File: config.mk
export PLATFORM = sky130hd
export DESIGN_NAME = uart_result_tx
export DESIGN_NICKNAME = d
export VERILOG_FILES = /design/src/rtl/uart_result_tx.sv
export SDC_FILE = /design/constraint.sdc
export NUM_CORES = 1
export LEC_CHECK = 0
export ABC_AREA = 1
export CORE_MARGIN = 2
export CORE_UTILIZATION = 45
export DETAILED_ROUTE_END_ITERATION = 12
export PLACE_DENSITY = 0.71
export SLEW_MARGIN = 20
export SYNTH_ARGS = -nofsm -noshare
export SYNTH_HDL_FRONTEND = slang
export SYNTH_SLANG_ARGS = --single-unit
File: constraint.sdc
create_clock -name clk -period 2.3 [get_ports clk]
set_clock_uncertainty 0.2 [all_clocks]
set_input_delay 0.46 -clock clk [delete_from_list [all_inputs] [get_ports clk]]
set_output_delay 0.46 -clock clk [all_outputs]
set_load 0.05 [all_outputs]
File: src/rtl/uart_result_tx.sv
// 8N1 UART transmitter for a p_N-bit result word, sent LSB byte first.
// The next-state logic computes every register's next value, so all outputs leave the design straight from flops.
module uart_result_tx #(
    parameter int unsigned clk_freq       = 50000000,
    parameter int unsigned uart_baud_rate = 57600,
    parameter int unsigned p_N            = 16
) (
    input  logic           clk,
    input  logic           rst,
    input  logic [p_N-1:0] i_data,
    input  logic           i_start,
    output logic           o_busy,
    output logic           uart_txd,
    output logic           o_done
);

    localparam int unsigned DIV = clk_freq / uart_baud_rate;
    localparam int unsigned NB  = (p_N + 7) / 8;
    localparam int unsigned SW  = 8 * NB;
    localparam int unsigned CW  = (DIV > 1) ? $clog2(DIV) : 1;
    localparam int unsigned BW  = (NB > 1) ? $clog2(NB) : 1;

    localparam logic [CW-1:0] BAUD_LAST = CW'(DIV - 1);
    localparam logic [BW-1:0] BYTE_LAST = BW'(NB - 1);

    if (DIV < 2) begin : g_bad_div
        $error("uart_result_tx: clk_freq / uart_baud_rate must be at least 2");
    end

    typedef enum logic [1:0] {
        IDLE,
        START,
        DATA,
        STOP
    } state_t;

    state_t        state, state_n;
    logic [SW-1:0] shreg, shreg_n;
    logic [CW-1:0] baud_cnt, baud_n;
    logic [2:0]    bit_cnt, bit_n;
    logic [BW-1:0] byte_cnt, byte_n;
    logic          txd_n, busy_n, done_n;
    logic          baud_last;

    assign baud_last = (baud_cnt == BAUD_LAST);

    always_ff @(posedge clk) begin
        if (rst) begin
            state    <= IDLE;
            shreg    <= '0;
            baud_cnt <= '0;
            bit_cnt  <= '0;
            byte_cnt <= '0;
            uart_txd <= 1'b1;
            o_busy   <= 1'b0;
            o_done   <= 1'b0;
        end else begin
            state    <= state_n;
            shreg    <= shreg_n;
            baud_cnt <= baud_n;
            bit_cnt  <= bit_n;
            byte_cnt <= byte_n;
            uart_txd <= txd_n;
            o_busy   <= busy_n;
            o_done   <= done_n;
        end
    end

    always_comb begin
        state_n = state;
        shreg_n = shreg;
        baud_n  = baud_cnt;
        bit_n   = bit_cnt;
        byte_n  = byte_cnt;
        txd_n   = uart_txd;
        busy_n  = o_busy;
        done_n  = 1'b0;

        case (state)
            IDLE: begin
                txd_n  = 1'b1;
                busy_n = 1'b0;
                if (i_start) begin
                    state_n = START;
                    shreg_n = SW'(i_data);
                    baud_n  = '0;
                    bit_n   = '0;
                    byte_n  = '0;
                    txd_n   = 1'b0;
                    busy_n  = 1'b1;
                end
            end
            START: begin
                if (baud_last) begin
                    baud_n  = '0;
                    state_n = DATA;
                    txd_n   = shreg[0];
                end else begin
                    baud_n = baud_cnt + 1'b1;
                end
            end
            DATA: begin
                if (baud_last) begin
                    baud_n  = '0;
                    shreg_n = shreg >> 1;
                    if (bit_cnt == 3'd7) begin
                        bit_n   = '0;
                        state_n = STOP;
                        txd_n   = 1'b1;
                    end else begin
                        bit_n = bit_cnt + 1'b1;
                        // shreg[1] is the bit that lands in bit 0 at this same edge
                        txd_n = shreg[1];
                    end
                end else begin
                    baud_n = baud_cnt + 1'b1;
                end
            end
            STOP: begin
                if (baud_last) begin
                    baud_n = '0;
                    if (byte_cnt != BYTE_LAST) begin
                        byte_n  = byte_cnt + 1'b1;
                        state_n = START;
                        txd_n   = 1'b0;
                    end else begin
                        byte_n  = '0;
                        state_n = IDLE;
                        busy_n  = 1'b0;
                        done_n  = 1'b1;
                    end
                end else begin
                    baud_n = baud_cnt + 1'b1;
                end
            end
            default: begin
                state_n = IDLE;
                txd_n   = 1'b1;
                busy_n  = 1'b0;
            end
        endcase
    end

endmodule

==> reports/results.ini <==
[critical_path]
critical_path_arrival_ns=1.42
crit_family=buffers and inverters
max_stage_delay_ns=0.80
cp.buffers_inverters=1
worst_path_max_delay_cell=clkdlybuf4s50_1
crit_chain=clkdlybuf4s50_1
path_max_fanout=2
path_class=register to primary output
required_ns=1.64
cp-start-kind=register
cp-end-kind=primary output

[clock_tree]
cts_hold_buffers=0
cts_tree=yes
numCtsBuffers=5
post_cts_resized=0
cts_setup_buffers=0
cts_root_buf=clkbuf_8
clk_latency_ns=0.29
clock_path_buffers=2
clock_sink_count=35
htreeDepth=2
clkTransAtPathRegs_ns=0.07

[sta]
finalSetupViolations=0
fin_crit_ns=2.08
fmaxAchievable_mhz=481
finalHoldViolCount=0
setup_ws_ns=0.221
fin_tns_setup_ns=0
drv_slew=0
rsz0062_at_grt=no
fin_crit_sh_pct=90.4
tightest_slew_ns=0.488
slew_headroom_pct=67.4

[die]
io_pins=22
die_area_mm2=0.00502
core_mm2=0.00432
rows=24
die_x_um=70.8
start_util_pct=46.5
die_h_um=70.8

[final_layout]
fin_cells=340
syn_to_final_growth_pct=15.9
nFillCells=422
regArea_um2=701
nNetsFinal=314
multi_input_area_mm2=0.00113
antenna_cells=0
layout-drive-gt1-share_pct=9.38
stdcell_area_mm2=0.00233

[placed_design]
gp_congestion=0.809
dp_slack_ns=0.271
place_area_mm2=0.00223
io_buffer_count=21
hpwl_um=2790
post-place-cells=332

[synthesis]
synth_area_leaders=dfxtp_1, nand2_1, a21oi_1
synth_fa_ha_area_share_pct=4.98
syn_nets=293
synth_top_cell_by_area=dfxtp_1
yosysWarnings=0
syn_inst=266
synth_compound_area_share_pct=12.8
synth_top_family_by_area=simple AND/OR/NAND/NOR gates
yosysSeqAreaShare_pct=34.8
synth_xor_xnor_area_share_pct=0
synth.distinct_cells=32
syn_avg_cell_area_um2=7.56
syn_area_mm2=0.00201
muxShareOfSynthArea_pct=6.97
synth-simple-area-share_pct=31.4
synth_seq_cells=35
synth.top_cell.area_share_pct=34.8

[detailed_routing]
drc_errors=0
vias=1760
avgViaCountPerCell=5.18
drtIter0Drc=84
first_pass_iters=5
wl_um=3930
wire_per_inst_um=11.6
ant_nets=0

[power_and_ir_drop]
total_power_mw=2.44
powerDensity_mw_per_mm2=1050
p_leak_nw=0.950
peakVddDrop_v=0.000464

[global_routing]
overflow=0
grt_start_max_net_pins=33
antenna_found_initial=0
grt_pass1_vias=1571
grt_pass1_wl_um=6960
track_usage_pct=17.2

[worst_hold_path]
hold_class=register to register

[run]
drv_cap=0

[status]
status=completed

## routing by layer
metal	global-route usage, %	up-vias	routed length [um]
li1	-	925	-
met1	22.1	787	1890
met2	27.9	41	1790
met3	3.56	7	179
met4	7.55	0	72
met5	0	-	0
## metrics by stage
| step | hold WS, ns | utilization, % |
|---|---|---|
| 2_1_floorplan | 0.240 | - |
| 3_3_place_gp | 0.244 | 51.6 |
| 3_5_place_dp | 0.253 | 51.6 |
| 4_1_cts | 0.270 | 53.9 |
| 5_1_grt | 0.291 | 53.9 |
| 6_report | 0.267 | 53.9 |
## worst paths after layout
path                                             from  slack (ns)  cells after the start               endpoint
worst min-delay path            uart_txd$_SDFFE_PP1P_        0.27                      2  uart_txd$_SDFFE_PP1P_
worst max-delay path              o_busy$_SDFFE_PP0P_        0.22                      1                 o_busy
worst min register to register  uart_txd$_SDFFE_PP1P_        0.27                      2  uart_txd$_SDFFE_PP1P_
worst max register to register  state[0]$_SDFFE_PP0P_        0.39                      9  byte_cnt$_SDFFE_PP0P_
## registers in the layout, summed over array words and instances, names as in the netlist
name	cells
bit_cnt	3
o_busy	1
byte_cnt	1
uart_txd	1
shreg	16
baud_cnt	10
o_done	1
state	2
## logic make-up after synthesis
group,after synthesis
muxes,14
AOI/OAI and AO/OA,49
buffers and inverters,30
adders and majority gates,8
and+or+nand+nor,130
DFF,35
## synthesized netlist by cell type
cell type and instances:
nand2_1 55, a21oi_1 35, dfxtp_1 35, nand3_1 29
nor2_1 27, inv_1 16, mux2i_1 14, ha_1 8
o21ai_0 7, nand4_1 5, buf_2 4, buf_4 4
buf_12 2, buf_6 2, nand2_4 2, nor2_2 2
nor2_4 2, nor3_1 2, o21ai_1 2, a21boi_0 1
a31oi_1 1, clkbuf_1 1, inv_2 1, nand2_8 1
nand3_2 1, nand3b_1 1, nor2_8 1, nor3_4 1
o21a_1 1, o21ai_2 1, o21bai_1 1, or2_2 1
## placed cells by master (no fill, tap or decap), types with 2 or more instances in the layout
cell type | synthesis | routed
nand2_1 | 55 | 55
a21oi_1 | 35 | 35
dfxtp_1 | 35 | 35
nand3_1 | 29 | 29
nor2_1 | 27 | 27
clkdlybuf4s50_1 | 0 | 21
inv_1 | 16 | 16
mux2i_1 | 14 | 14
ha_1 | 8 | 8
o21ai_0 | 7 | 7
clkbuf_8 | 0 | 7
nand4_1 | 5 | 5
buf_4 | 4 | 5
nor2_2 | 2 | 2
nor2_4 | 2 | 2
nand2_4 | 2 | 2
o21ai_2 | 1 | 2
nor3_1 | 2 | 2
## area by class of cell
| class | count | share of cell area (%) |
|---|---|---|
| flip-flops and latches | 35 | 30.1 |
| multi-input cells | 201 | 48.6 |
| clock buffers | 8 | 4.29 |
| inverters | 17 | 2.74 |
| repair buffers | 27 | 11.5 |
| well taps | 52 | 2.79 |
## report_power, final
group          switching [mW]  internal (mW)  total [mW]
clock                   0.226          0.273       0.500
combinational           0.617          0.439        1.06
sequential              0.105          0.781       0.886
total                   0.948           1.49        2.44
No activity file was read; power rests on OpenSTA's default activity.
